File: src/rtl/led_pwm_driver.sv
// LED PWM output stage: 15-tick PWM per LED with duty slewing one step every RAMP_PERIODS periods.
// Enables and targets are sampled only on the period boundary; led is registered (1 clk latency).
module led_pwm_driver #(
   parameter int PRESCALE     = 4,
   parameter int RAMP_PERIODS = 8,
   parameter bit INVERT       = 1'b0
) (
   input  logic        clk,
   input  logic        reset,
   input  logic [12:1] vec,
   input  logic [4:1]  pwm [1:2],
   output logic [12:1] led,
   output logic        period_start,
   output logic [4:1]  duty1,
   output logic [4:1]  duty2
);

   localparam int            PW        = (PRESCALE > 1) ? $clog2(PRESCALE) : 1;
   localparam int            RW        = (RAMP_PERIODS > 1) ? $clog2(RAMP_PERIODS) : 1;
   localparam logic [PW-1:0] PRE_MAX   = PW'(PRESCALE - 1);
   localparam logic [RW-1:0] RC_MAX    = RW'(RAMP_PERIODS - 1);
   localparam logic [3:0]    PHASE_MAX = 4'd14;

   logic [PW-1:0] pre;
   logic [3:0]    phase;
   logic [RW-1:0] rc;
   logic [3:0]    cur1;
   logic [3:0]    cur2;
   logic [12:1]   vec_sh;
   logic [12:1]   raw;
   logic          tick;
   logic          boundary;
   logic          rc_wrap;
   logic          lit1;
   logic          lit2;

   assign tick     = (pre == PRE_MAX);
   assign boundary = tick && (phase == PHASE_MAX);
   assign rc_wrap  = (rc == RC_MAX);

   // One step toward the target; never overshoots because equality holds.
   function automatic logic [3:0] slew(input logic [3:0] c, input logic [3:0] t);
      if (c < t)
         return c + 4'd1;
      else if (c > t)
         return c - 4'd1;
      else
         return c;
   endfunction

   always_ff @(posedge clk or posedge reset) begin
      if (reset) begin
         pre   <= '0;
         phase <= '0;
      end else if (tick) begin
         pre   <= '0;
         phase <= (phase == PHASE_MAX) ? 4'd0 : phase + 4'd1;
      end else begin
         pre   <= pre + PW'(1);
      end
   end

   always_ff @(posedge clk or posedge reset) begin
      if (reset) begin
         rc     <= '0;
         cur1   <= '0;
         cur2   <= '0;
         vec_sh <= '0;
      end else if (boundary) begin
         vec_sh <= vec;
         rc     <= rc_wrap ? '0 : rc + RW'(1);
         if (rc_wrap) begin
            cur1 <= slew(cur1, pwm[1]);
            cur2 <= slew(cur2, pwm[2]);
         end
      end
   end

   // cur = 15 exceeds every phase value, so the LED stays lit all period.
   assign lit1 = (phase < cur1);
   assign lit2 = (phase < cur2);
   assign raw  = vec_sh & {{6{lit2}}, {6{lit1}}};

   always_ff @(posedge clk or posedge reset) begin
      if (reset) begin
         led          <= {12{INVERT}};
         period_start <= 1'b0;
      end else begin
         led          <= INVERT ? ~raw : raw;
         period_start <= boundary;
      end
   end

   assign duty1 = cur1;
   assign duty2 = cur2;

endmodule

File: config.mk
export PLATFORM = sky130hd
export DESIGN_NAME = led_pwm_driver
export DESIGN_NICKNAME = d
export VERILOG_FILES = /design/src/rtl/led_pwm_driver.sv
export SDC_FILE = /design/constraint.sdc
export NUM_CORES = 1
export LEC_CHECK = 0
export CAP_MARGIN = 20
export CORE_UTILIZATION = 56
export DETAILED_ROUTE_END_ITERATION = 6
export DONT_BUFFER_PORTS = 1
export PLACE_DENSITY = 0.71
export SLEW_MARGIN = 15
export SYNTH_ARGS = -nofsm -noshare
export SYNTH_HDL_FRONTEND = slang
export SYNTH_SLANG_ARGS = --single-unit
File: constraint.sdc
create_clock -name clk -period 2.43 [get_ports clk]
set_input_delay 0.6075 -clock clk [delete_from_list [all_inputs] [get_ports clk]]
set_output_delay 0.6075 -clock clk [all_outputs]
set_load 0.01 [all_outputs]
==> results.cfg <==
[status]
outcome = completed

[drt]
ant_nets = 0
first_pass_iters = 4
met2_length_um = 1860
met1_length_um = 1450
drc = 0
routed_via_density = 5.48
wl_per_cell_um = 14.3
route.met3.wl_um = 205
drt-initial-drc-count = 76
num_vias = 1358
drt_wl_total_um = 3550
topRoutingLayerUsed = met4

[synthesis]
synthCells = 178
synthArstFlopShare = 1.00
synth.distinct_cells = 30
synth_area_mm2 = 0.00213
ys.flop_type = dfrtp_1
ys_seq_area_frac = 0.494
synth_nets = 223
yosysWarnings = 0
avgSynthCellArea_um2 = 11.9
ys_ff_latch = 42
synth_edf_count = 0

[global_route]
grt_max_degree = 43
grt_pass1_vias = 1455
grt_usage = 0.204
grt_pass1_wl_um = 6220
antenna_found_initial = 0
gr-total-overflow = 0

[clock_network]
numCtsBuffers = 5
clk_latency_ns = 0.29
holdBufCountCts = 0
clockBufferDepth = 2
cts_tree = built
h-tree-depth = 2
path_clk_slew_ns = 0.09
cts_root_buf = clkbuf_8
clkSinkCount = 42

[critical_path]
end_kind = flip-flop
arrival_ns = 2.56
crit_chain = ha_4 -> nor2b_1 -> o211ai_1 -> nand2_2 -> ha_4 -> a21o_1 -> a21oi_2 -> nor3b_1 -> a221oi_1 -> o211ai_1
crit_path_top_delay_cell = dfrtp_1
path_class = reg2reg
crit_fanout = 4
cp-start-kind = flip-flop
critical-path-max-stage-delay_ns = 0.42
crit_required_ns = 2.58

[finish]
nets = 244
layout_commonest_cell = dfrtp_1
n_fill_cell = 291
diodes = 0
drive_gt1_frac = 0.275
syn2layout_area_growth_pct = 15.4
multiInputGateArea_mm2 = 0.00104
register_area_mm2 = 0.00105
layout_common_cells = 42 x dfrtp_1, 18 x ha_1, 18 x buf_4

[run]
cap_violations = 0

[timing]
tns_ns = 0
slew_headroom = 0.662
clock-skew-final_ns = 0.00543
post-route-min-period_ns = 2.41
setup_viol_count_final = 0
fmax_mhz = 415
worst_pin_slew_ns = 0.507
report.final.hold_viol_count = 0
final.setup.worst_slack_ns = 0.0184
slew_viol_final = 0
rsz0062_at_grt = true
min_period_over_period = 0.992
holdWs_ns = 0.318

[floorplan]
rows = 22
coreArea_mm2 = 0.00366
start_util = 0.581
io_pins = 43
chipWidth_um = 63.6
dieArea_mm2 = 0.00405
die_h_um = 63.6

[worst_hold_path]
hold_class = in2async

[placed_design]
io_buffers = 0
gp_congestion = 0.760
place_hpwl_um = 2720
pre_cts_slack_ns = -0.107

[power]
finalPower_mw = 1.27
leakage_nw = 1.22
vdd_ir_drop_max_uv = 543
power_density_mw_per_mm2 = 519
power by group:
part	total, mW	internal (mW)	switching (mW)	leakage, nW
sequential	0.705	0.701	0.00423	0.560
clock	0.466	0.213	0.253	0.0467
combinational	0.103	0.0464	0.0561	0.610
total	1.27	0.960	0.313	1.22
stage by stage:
stage | instance area [um^2] | util | std cells
after floorplan | 2170 | - | 178
after global placement | 2320 | 0.634 | 237
after detailed placement | 2320 | 0.634 | 237
after CTS | 2420 | 0.660 | 245
after global routing | 2450 | 0.670 | 248
final | 2450 | 0.670 | 248
area by class of cell:
class                      instances  share of cell area
inverter                          16              0.0306
tap                               48              0.0245
timing repair buffer              18              0.0551
clock buffer                       5              0.0280
multi-input combinational        116               0.422
clock inverter                     3              0.0112
sequential                        42               0.428
worst max-delay path: cells and delay by family (launching register included):
kind | cells | cell delay, ns
AOI/OAI and AO/OA | 5 | 0.91
adders and majority gates | 2 | 0.52
DFF | 1 | 0.42
and+or+nand+nor | 3 | 0.40
sequential cells by signal (all words and copies together), names as in the netlist:
signal / count
led: 12
vec_sh: 12
duty1: 4
duty2: 4
phase: 4
rc: 3
pre: 2
period_start: 1
timing repair:
item	in CTS	in global routing
setup buffers	0	3
setup endpoints to repair	0	2
endpoints found under the hold margin	0	0
resized for setup	0	2
layer usage:
| layer | vias to the layer above | global-route usage |
|---|---|---|
| met1 | 655 | 0.216 |
| met4 | 0 | 0.0795 |
| li1 | 659 | - |
| met5 | - | 0 |
| met3 | 4 | 0.0743 |
| met2 | 40 | 0.363 |
cell usage after synthesis, types with 3 or more instances:
cell type,count,area (um^2)
inv_1,16,60.1
and2_1,12,75.1
nand2_1,9,33.8
ha_1,21,263
a21oi_1,9,45.0
a21o_1,6,45.0
mux2i_1,3,30.0
dfrtp_1,42,1050
o21ai_0,4,20.0
mux2_2,17,191
nand2b_1,3,18.8
xnor2_1,4,35.0
o211ai_1,5,37.5
cells by family (layout without fill, tap and decap cells):
group           count (synthesis)  after routing  share of synthesized area
compound gates                 30             30                     0.0929
simple gates                   39             39                      0.109
buf+inv                        20             42                     0.0412
fa+ha+maj                      23             23                      0.142
flops                          42             42                      0.494
xor+xnor                        4              4                     0.0165
mux                            20             20                      0.104
path summary, 6_finish.rpt:
check / startpoint / to / slack (ns) / cells past startpoint
worst max-delay path: duty2[2] / duty2[4] / 0.02 / 10
max in group asynchronous: reset / phase[2] / 1.76 / 2
worst min-delay path: reset / vec_sh[1] / 0.32 / 2
worst min register to register: pre[0] / pre[0] / 0.43 / 1
min in group clk: pre[0] / pre[0] / 0.43 / 1
worst max register to register: duty2[2] / duty2[4] / 0.02 / 10
(Power assumes the default switching activity.)
